--- src/rtl/mac_accum_stage.sv ---
// mac_accum_stage: 8x8 multiply-accumulate over IN_LAST-terminated groups with a valid/ready result port.
module Multiplier_7_0_7_000 (
  input  logic [7:0]  a_i,
  input  logic [7:0]  b_i,
  output logic [15:0] p_o
);
  logic [15:0] s, c, pp, t, g, p;
  // Carry-save array reduction of the partial products into a sum/carry pair.
  always_comb begin
    s = '0;
    c = '0;
    pp = '0;
    t = '0;
    for (int i = 0; i < 8; i++) begin
      pp = b_i[i] ? (16'(a_i) << i) : '0;
      t = s ^ c ^ pp;
      c = ((s & c) | (s & pp) | (c & pp)) << 1;
      s = t;
    end
  end
  // Kogge-Stone prefix tree resolves the final carries.
  always_comb begin
    g = s & c;
    p = s ^ c;
    for (int l = 0; l < 4; l++) begin
      g = g | (p & (g << (1 << l)));
      p = p & (p << (1 << l));
    end
    p_o = s ^ c ^ (g << 1);
  end
endmodule

module mac_accum_stage #(
  parameter int ACC_W = 24,
  parameter int CNT_W = 8
) (
  input  logic             CLK,
  input  logic             RST_N,
  input  logic             IN_VALID,
  output logic             IN_READY,
  input  logic [7:0]       IN1,
  input  logic [7:0]       IN2,
  input  logic             IN_LAST,
  input  logic             ACC_CLR,
  output logic             OUT_VALID,
  input  logic             OUT_READY,
  output logic [ACC_W-1:0] OUT_ACC,
  output logic [CNT_W-1:0] OUT_CNT,
  output logic             OUT_OVF
);
  typedef enum logic [1:0] {ACCUM, FLUSH, HOLD} state_e;
  state_e state_q, state_d;
  logic rdy_q, s1_v_q, s1_l_q, s2_v_q, s2_l_q, l3_q, ovf_q, ovf_d, take, clr;
  logic [7:0] a_q, b_q;
  logic [15:0] prod, prod_q;
  logic [ACC_W:0] sum;
  logic [ACC_W-1:0] acc_q, acc_d;
  logic [CNT_W-1:0] cnt_q, cnt_d;
  Multiplier_7_0_7_000 u_mul (.a_i(a_q), .b_i(b_q), .p_o(prod));
  assign IN_READY = rdy_q;
  assign take = IN_VALID & rdy_q;
  assign clr = (state_q == ACCUM) & ACC_CLR;
  assign sum = {1'b0, acc_q} + (ACC_W+1)'(prod_q);
  always_comb begin
    acc_d = acc_q;
    cnt_d = cnt_q;
    ovf_d = ovf_q;
    if (s2_v_q) begin
      acc_d = sum[ACC_W] ? '1 : sum[ACC_W-1:0];
      cnt_d = cnt_q + CNT_W'(cnt_q != '1);
      ovf_d = ovf_q | sum[ACC_W];
    end
    if (clr || (state_q == HOLD && OUT_READY)) begin
      acc_d = '0;
      cnt_d = '0;
      ovf_d = 1'b0;
    end
    state_d = (state_q == ACCUM && take && IN_LAST) ? FLUSH :
              (state_q == FLUSH && l3_q)            ? HOLD  :
              (state_q == HOLD && OUT_READY)        ? ACCUM : state_q;
  end
  always_ff @(posedge CLK or negedge RST_N) begin
    if (!RST_N) begin
      state_q   <= ACCUM;
      rdy_q     <= 1'b0;
      s1_v_q    <= 1'b0;
      s1_l_q    <= 1'b0;
      a_q       <= '0;
      b_q       <= '0;
      s2_v_q    <= 1'b0;
      s2_l_q    <= 1'b0;
      prod_q    <= '0;
      l3_q      <= 1'b0;
      acc_q     <= '0;
      cnt_q     <= '0;
      ovf_q     <= 1'b0;
      OUT_VALID <= 1'b0;
      OUT_ACC   <= '0;
      OUT_CNT   <= '0;
      OUT_OVF   <= 1'b0;
    end else begin
      state_q <= state_d;
      rdy_q   <= state_d == ACCUM;
      s1_v_q  <= take;
      s1_l_q  <= take & IN_LAST;
      if (take) begin
        a_q <= IN1;
        b_q <= IN2;
      end
      s2_v_q <= s1_v_q & ~clr;
      s2_l_q <= s1_l_q & ~clr;
      if (s1_v_q) prod_q <= prod;
      l3_q  <= s2_l_q;
      acc_q <= acc_d;
      cnt_q <= cnt_d;
      ovf_q <= ovf_d;
      OUT_VALID <= state_d == HOLD;
      if (state_q == FLUSH && l3_q) begin
        OUT_ACC <= acc_q;
        OUT_CNT <= cnt_q;
        OUT_OVF <= ovf_q;
      end
    end
  end
endmodule
--- config.mk ---
export PLATFORM = sky130hd
export DESIGN_NAME = mac_accum_stage
export DESIGN_NICKNAME = d
export VERILOG_FILES = /design/src/rtl/mac_accum_stage.sv
export SDC_FILE = /design/constraint.sdc
export NUM_CORES = 1
export LEC_CHECK = 0
export ABC_AREA = 1
export ABC_CLOCK_PERIOD_IN_PS = 8690
export CORE_ASPECT_RATIO = 1.2
export CORE_UTILIZATION = 30
export CTS_BUF_LIST = sky130_fd_sc_hd__clkbuf_4
export CTS_CLUSTER_DIAMETER = 150
export CTS_CLUSTER_SIZE = 20
export DETAILED_ROUTE_END_ITERATION = 12
export GPL_TIMING_DRIVEN = 0
export PLACE_DENSITY_LB_ADDON = 0.08
export SETUP_SLACK_MARGIN = 0.2
export SYNTH_ARGS = -nofsm -noshare
export SYNTH_HDL_FRONTEND = slang
export SYNTH_HIERARCHICAL = 1
export SYNTH_SLANG_ARGS = --single-unit
--- constraint.sdc ---
create_clock -name CLK -period 8.69 [get_ports CLK]
set_clock_uncertainty 0.2 [all_clocks]
set_input_delay 1.738 -clock CLK [delete_from_list [all_inputs] [get_ports CLK]]
set_output_delay 1.738 -clock CLK [all_outputs]
set_load 0.02 [all_outputs]
==> impl_metrics.py, run 1 <==
metrics = {
    "run_status": {
        "status": "completed",
    },
    "clock_tree": {
        "insertion_delay_ps": 500,
        "cts_tree": "built",
        "numCtsBuffers": 9,
        "ctsHoldBuffers": 0,
        "cts_root_buf": "clkbuf_4",
        "cts.sinks": 107,
        "postCtsResizedCells": 0,
        "clk_pin_slew_ps": 190,
        "clockBufferDepth": 2,
        "cts-htree-levels": 3,
        "cts_setup_buffers": 0,
    },
    "cells_and_area": {
        "final_common_cell": "nand2_1",
        "area_delta_synth_final_pct": 15.6,
        "fin_nets": 1173,
        "drive_gt1_frac": 0.0565,
        "postLayoutCellArea_um2": 8600,
        "layout_common_cells": "nand2_1 (396), inv_1 (172), dfrtp_1 (107)",
    },
    "pwr": {
        "fin_total_pwr_mw": 2.92,
        "peakVddDrop_uv": 125,
        "power_density_nw_per_um2": 340,
        "p_leak_nw": 4.62,
    },
    "grt": {
        "grt_pass1_vias": 6244,
        "grt_pass1_wl_um": 31200,
        "grt_max_degree": 61,
        "grt_antenna_before_repair": 1,
        "grt_overflow": 0,
        "grt_usage": 0.154,
    },
    "drt": {
        "routed_wirelength_um": 18100,
        "routed_via_density": 4.32,
        "ant_nets": 0,
        "wl_per_cell_um": 12.9,
        "drt_iter0_markers": 187,
        "vias": 6050,
        "drc": 0,
        "dr.pass1.iters": 4,
    },
    "timing": {
        "rsz0062_at_grt": "no",
        "final-setup-viol-count": 0,
        "fin_crit_sh": 0.664,
        "tightest_slew_ps": 701,
        "fmax_ghz": 0.173,
        "tns_ps": 0,
        "finalCriticalPeriod_ps": 5770,
        "drv_slew": 0,
        "hold_viol_final": 0,
        "slew_headroom": 0.533,
    },
    "yosys": {
        "syn_avg_cell_area_um2": 7.38,
        "yosysTopAreaCell": "dfrtp_1",
        "yosysTopAreaCellShare": 0.360,
        "syn_area_um2": 7430,
        "syn_nets": 1105,
        "ys_ff_latch": 107,
        "yosysUniqueCellTypes": 36,
        "synth-seq-area-share": 0.360,
        "yosysWarningCount": 6,
        "yosys-top-cells-area": "dfrtp_1 (36%), nand2_1 (20%), fa_1 (12%)",
        "synthCells": 1007,
    },
    "floorplanning": {
        "core_um2": 24100,
        "die_y_um": 174,
        "die_area_um2": 25400,
        "num_rows": 62,
        "ios": 57,
        "initial_utilization": 0.308,
        "die_x_um": 146,
    },
    "worst_setup_path": {
        "max_stage_delay_ps": 540,
        "crit_path_max_fanout": 8,
        "r2r_cells": 24,
        "path_delay_family": "adder cells",
        "reg2reg_to": "prod_q[14]",
        "arrival_ps": 5970,
        "critPathLaunchType": "flip-flop",
        "crit_type": "reg2reg",
        "crit_chain": "clkbuf_1, nand2_1, inv_1, ha_1, inv_1, fa_1, inv_1, fa_1, fa_1, fa_1, fa_1, inv_1, fa_1, inv_1, ha_1, fa_1, nand2_1, nand2_1, nand3_2, nand2_1, nand2_1, nand2_1, nand2_1, nand2_1",
        "cp_common_cell": "nand2_1",
        "r2r_slack_ps": 2920,
        "crit_path_end_kind": "flip-flop",
        "cp_num_buf_inv": 6,
        "r2r_start": "b_q[0]",
        "critPathSlowestCell": "fa_1",
        "critical_path_required_ps": 8890,
    },
    "placement": {
        "dpl.hpwl_um": 14600,
        "portBuffers": 56,
        "routabilityCongestion": 0.852,
        "placed_area_um2": 8420,
    },
    "job": {
        "max_cap_viol_count": 0,
    },
    "worst_hold_path": {
        "hold_path_end": "l3_q",
        "min_from": "s2_l_q",
        "worst_hold_path_type": "reg2reg",
        "hold_depth": 0,
    },
}
-- state kept, by name (all words and copies together) (netlist names), 2 cells and up --
signal,cells
cnt_q,8
OUT_ACC,24
a_q,8
b_q,8
acc_q,24
OUT_CNT,8
prod_q,16
state_q,2
-- stage by stage --
step / util / cells / worst slack, ps / hold slack [ps]
floorplan: - / 1007 / 3250 / 131
global placement: 0.348 / 1383 / 1060 / 132
global route: 0.356 / 1401 / 2490 / 193
finish: 0.356 / 1401 / 2920 / 172
CTS: 0.356 / 1400 / 2840 / 177
detailed placement: 0.349 / 1384 / 2900 / 136
-- cell usage after synthesis --
cell type,instances
a21oi_1,21
a21oi_2,1
and2_1,1
buf_1,2
buf_2,5
buf_4,1
buf_6,1
clkbuf_1,25
clkinv_1,2
dfrtp_1,107
fa_1,44
ha_1,32
inv_1,172
inv_2,7
inv_4,1
nand2_1,396
nand2_2,14
nand2_4,2
nand3_1,47
nand3_2,3
nand3_4,1
nand3b_1,5
nand4_1,9
nor2_1,42
nor2_2,1
nor2_4,1
nor3_1,5
nor3_2,1
nor4_1,1
o211ai_1,8
o21ai_0,37
o31ai_1,1
or2_1,2
or2_2,4
xnor2_1,2
xor2_1,3
-- kinds of logic (layout without fill, tap and decap cells) --
group           count (synthesis)  in the layout  synth area share
compound gates                 68             68            0.0493
xor+xnor                        5              5           0.00589
fa+ha+maj                      76             76             0.172
buf+inv                       216            289             0.112
simple gates                  535            535             0.300
other cells                     0              1                 0
flops                         107            107             0.360
-- per-layer routing --
layer | vias to the layer above | track usage | share of wire
met4 | 0 | 0.0386 | 0.0072
li1 | 3175 | - | -
met1 | 2818 | 0.180 | 0.44
met2 | 49 | 0.292 | 0.54
met5 | - | 0 | 0
met3 | 8 | 0.0202 | 0.016
-- layout make-up --
cell class / instances / area [um^2]
diodes: 1 / 2.50
plain buffers: 34 / 145
clock buffers: 9 / 67.6
clock inverters: 7 / 103
fillers: 2644 / 15500
inverters: 182 / 686
multi-input cells: 684 / 3930
flip-flops and latches: 107 / 2680
well taps: 320 / 400
repair buffers: 57 / 589
-- where the power goes --
| part | internal [mW] | switching (mW) | total, mW |
|---|---|---|---|
| Clock | 0.0987 | 0.202 | 0.301 |
| Sequential | 0.646 | 0.0908 | 0.737 |
| Combinational | 0.733 | 1.15 | 1.89 |
-- worst max path at each step --
stage | start | to | slack (ps) | depth (start not counted)
floorplan | b_q[0] | prod_q[14] | 3250 | 24
global placement | RST_N | b_q[2] | 1060 | 1
detailed placement | b_q[0] | prod_q[14] | 2900 | 24
CTS | b_q[0] | prod_q[14] | 2840 | 24
global route | b_q[1] | prod_q[14] | 2490 | 24
finish | b_q[0] | prod_q[14] | 2920 | 24
No activity file was read; power rests on OpenSTA's default activity.
==> run 2: changes to the inputs <==
--- a/config.mk
+++ b/config.mk
@@ -6,7 +6,7 @@
 export NUM_CORES = 1
 export LEC_CHECK = 0
 export ABC_AREA = 1
-export ABC_CLOCK_PERIOD_IN_PS = 8690
+export ABC_CLOCK_PERIOD_IN_PS = 6000
 export CORE_ASPECT_RATIO = 1.2
 export CORE_UTILIZATION = 30
 export CTS_BUF_LIST = sky130_fd_sc_hd__clkbuf_4
==> constraint.sdc (replaced) <==
create_clock -name CLK -period 6 [get_ports CLK]
set_clock_uncertainty 0.2 [all_clocks]
set_input_delay 1.2 -clock CLK [delete_from_list [all_inputs] [get_ports CLK]]
set_output_delay 1.2 -clock CLK [all_outputs]
set_load 0.02 [all_outputs]
==> run 2 against run 1 <==
  * Die area unchanged
  * Non-clock buffer count up 2
  * Total power up 46%
  * Sequential power up 45%
  * Clock-buffer cell count unchanged
  * Cell area up 0.39%
  * Global-route usage unchanged
  * Register-to-register slack worse by 2500 ps
==> impl_metrics.py, run 2 (same netlist as run 1, synthesis figures left out) <==
metrics = {
    "run_status": {
        "status": "completed",
    },
    "worst_setup_path": {
        "cp_num_buf_inv": 6,
        "critPathSlowestCell": "fa_1",
        "max_stage_delay_ps": 570,
        "critical_path_required_ps": 6200,
        "cp_common_cell": "nand2_1",
        "crit_path_max_fanout": 8,
        "crit_type": "reg2reg",
        "crit_path_end_kind": "flip-flop",
        "path_delay_family": "adder cells",
        "critPathLaunchType": "flip-flop",
        "arrival_ps": 5770,
        "crit_chain": "buf_2, nand2_1, inv_1, ha_1, inv_1, fa_1, inv_1, fa_1, fa_2, fa_2, inv_1, fa_1, fa_1, inv_1, ha_2, fa_2, nand2_1, nand2_1, nand3_2, nand2_1, nand2_1, nand2_1, nand2_1, nand2_1",
    },
    "placement": {
        "placed_area_um2": 8420,
        "portBuffers": 56,
        "dpl.hpwl_um": 14600,
        "routabilityCongestion": 0.852,
    },
    "cells_and_area": {
        "final_common_cell": "nand2_1",
        "reg_top3": "OUT_ACC x24, acc_q x24, prod_q x16",
        "fin_nets": 1175,
        "drive_gt1_frac": 0.0665,
        "layout_common_cells": "nand2_1 (396), inv_1 (172), dfrtp_1 (107)",
        "postLayoutCellArea_um2": 8630,
        "area_delta_synth_final_pct": 16.1,
    },
    "floorplanning": {
        "die_y_um": 174,
        "die_area_um2": 25400,
        "ios": 57,
        "num_rows": 62,
        "core_um2": 24100,
        "die_x_um": 146,
        "initial_utilization": 0.308,
    },
    "pwr": {
        "swShare": 0.493,
        "p_leak_nw": 4.64,
        "p_seq_frac": 0.250,
        "p_switching_mw": 2.11,
        "fin_total_pwr_mw": 4.27,
        "clkPwrFrac": 0.102,
        "pwr-share-comb": 0.648,
        "p_int_mw": 2.17,
        "peakVddDrop_uv": 180,
        "power_density_nw_per_um2": 495,
    },
    "drt": {
        "wl_per_cell_um": 12.9,
        "drt_iter0_markers": 222,
        "vias": 6062,
        "routed_wirelength_um": 18100,
        "dr.pass1.iters": 4,
        "ant_nets": 0,
        "routed_via_density": 4.32,
        "drc": 0,
    },
    "clock_tree": {
        "cts_tree": "built",
        "cts_root_buf": "clkbuf_4",
        "numCtsBuffers": 9,
        "clk_pin_slew_ps": 190,
        "clockBufferDepth": 2,
        "insertion_delay_ps": 500,
        "cts-htree-levels": 3,
        "cts.sinks": 107,
        "ctsHoldBuffers": 0,
    },
    "timing": {
        "tightest_slew_ps": 701,
        "whs_ps": 172,
        "fmax_ghz": 0.179,
        "tns_ps": 0,
        "drv_slew": 0,
        "slew_headroom": 0.533,
        "fin_crit_sh": 0.929,
        "final-setup-viol-count": 0,
        "hold_viol_final": 0,
        "finalCriticalPeriod_ps": 5570,
        "rsz0062_at_grt": "no",
    },
    "job": {
        "max_cap_viol_count": 0,
    },
    "grt": {
        "grt_pass1_wl_um": 31200,
        "grt_max_degree": 61,
        "grt_antenna_before_repair": 1,
        "grt_overflow": 0,
        "grt_pass1_vias": 6244,
        "grt_usage": 0.154,
    },
    "worst_hold_path": {
        "worst_hold_path_type": "reg2reg",
    },
}
## run 2: cell types whose count changed in the layout (fill, tap and decap cells not counted), sizes merged
cell	before	now
clkbuf	34	31
buf	11	16
## run 2: metal layers
metal  routed length [um]  track usage
met1                 7870        0.180
met2                 9830        0.292
met3                  282       0.0202
met4                  147       0.0386
met5                    0            0
## run 2: stage by stage
stage	instances	util	setup slack, ps
final	1403	0.358	428
after global routing	1403	0.358	204
after CTS	1400	0.356	217
after detailed placement	1384	0.349	208
after global placement	1383	0.348	-1090
after floorplan	1007	-	560
## run 2: cell type report
class | count | area [um^2]
fill | 2647 | 15500
multi-input combinational | 684 | 3940
sequential | 107 | 2680
inverter | 182 | 686
timing repair buffer | 59 | 604
tap | 320 | 400
buffer | 34 | 154
clock inverter | 7 | 103
clock buffer | 9 | 67.6
antenna | 1 | 2.50
## run 2: worst paths after layout
kind | start | end | slack (ps) | cells after the start
setup / recovery | b_q[0] | prod_q[14] | 430 | 24
hold / removal | s2_l_q | l3_q | 170 | 0
setup reg to reg | b_q[0] | prod_q[14] | 430 | 24
hold reg to reg | s2_l_q | l3_q | 170 | 0
max in group asynchronous | RST_N | b_q[0] | 4530 | 2
min in group asynchronous | RST_N | OUT_ACC[15] | 400 | 1
## run 2: power by group through the flow
| stage | Sequential, mW | Combinational [mW] | Clock [mW] |
|---|---|---|---|
| floorplan | 1.13 | 2.07 | 0 |
| global placement | 1.09 | 2.78 | 0 |
| detailed placement | 1.09 | 2.81 | 0 |
| CTS | 1.07 | 2.83 | 0.463 |
| global route | 1.10 | 3.28 | 0.479 |
| finish | 1.07 | 2.77 | 0.436 |
## run 2: repair_timing
| item | CTS | global route |
|---|---|---|
| endpoints found under the setup margin | 2 | 3 |
| buffers inserted | 0 | 2 |
| resized for setup | 2 | 15 |
| pin swaps | 0 | 1 |
==> run 3: changes to the inputs <==
--- a/config.mk
+++ b/config.mk
@@ -8,6 +8,7 @@
 export ABC_AREA = 1
 export ABC_CLOCK_PERIOD_IN_PS = 6000
 export CORE_ASPECT_RATIO = 1.2
+export CORE_MARGIN = 1
 export CORE_UTILIZATION = 30
 export CTS_BUF_LIST = sky130_fd_sc_hd__clkbuf_4
 export CTS_CLUSTER_DIAMETER = 150
==> results of run 3 <==
Final layout, timing and power as in run 2 (identical DEF).
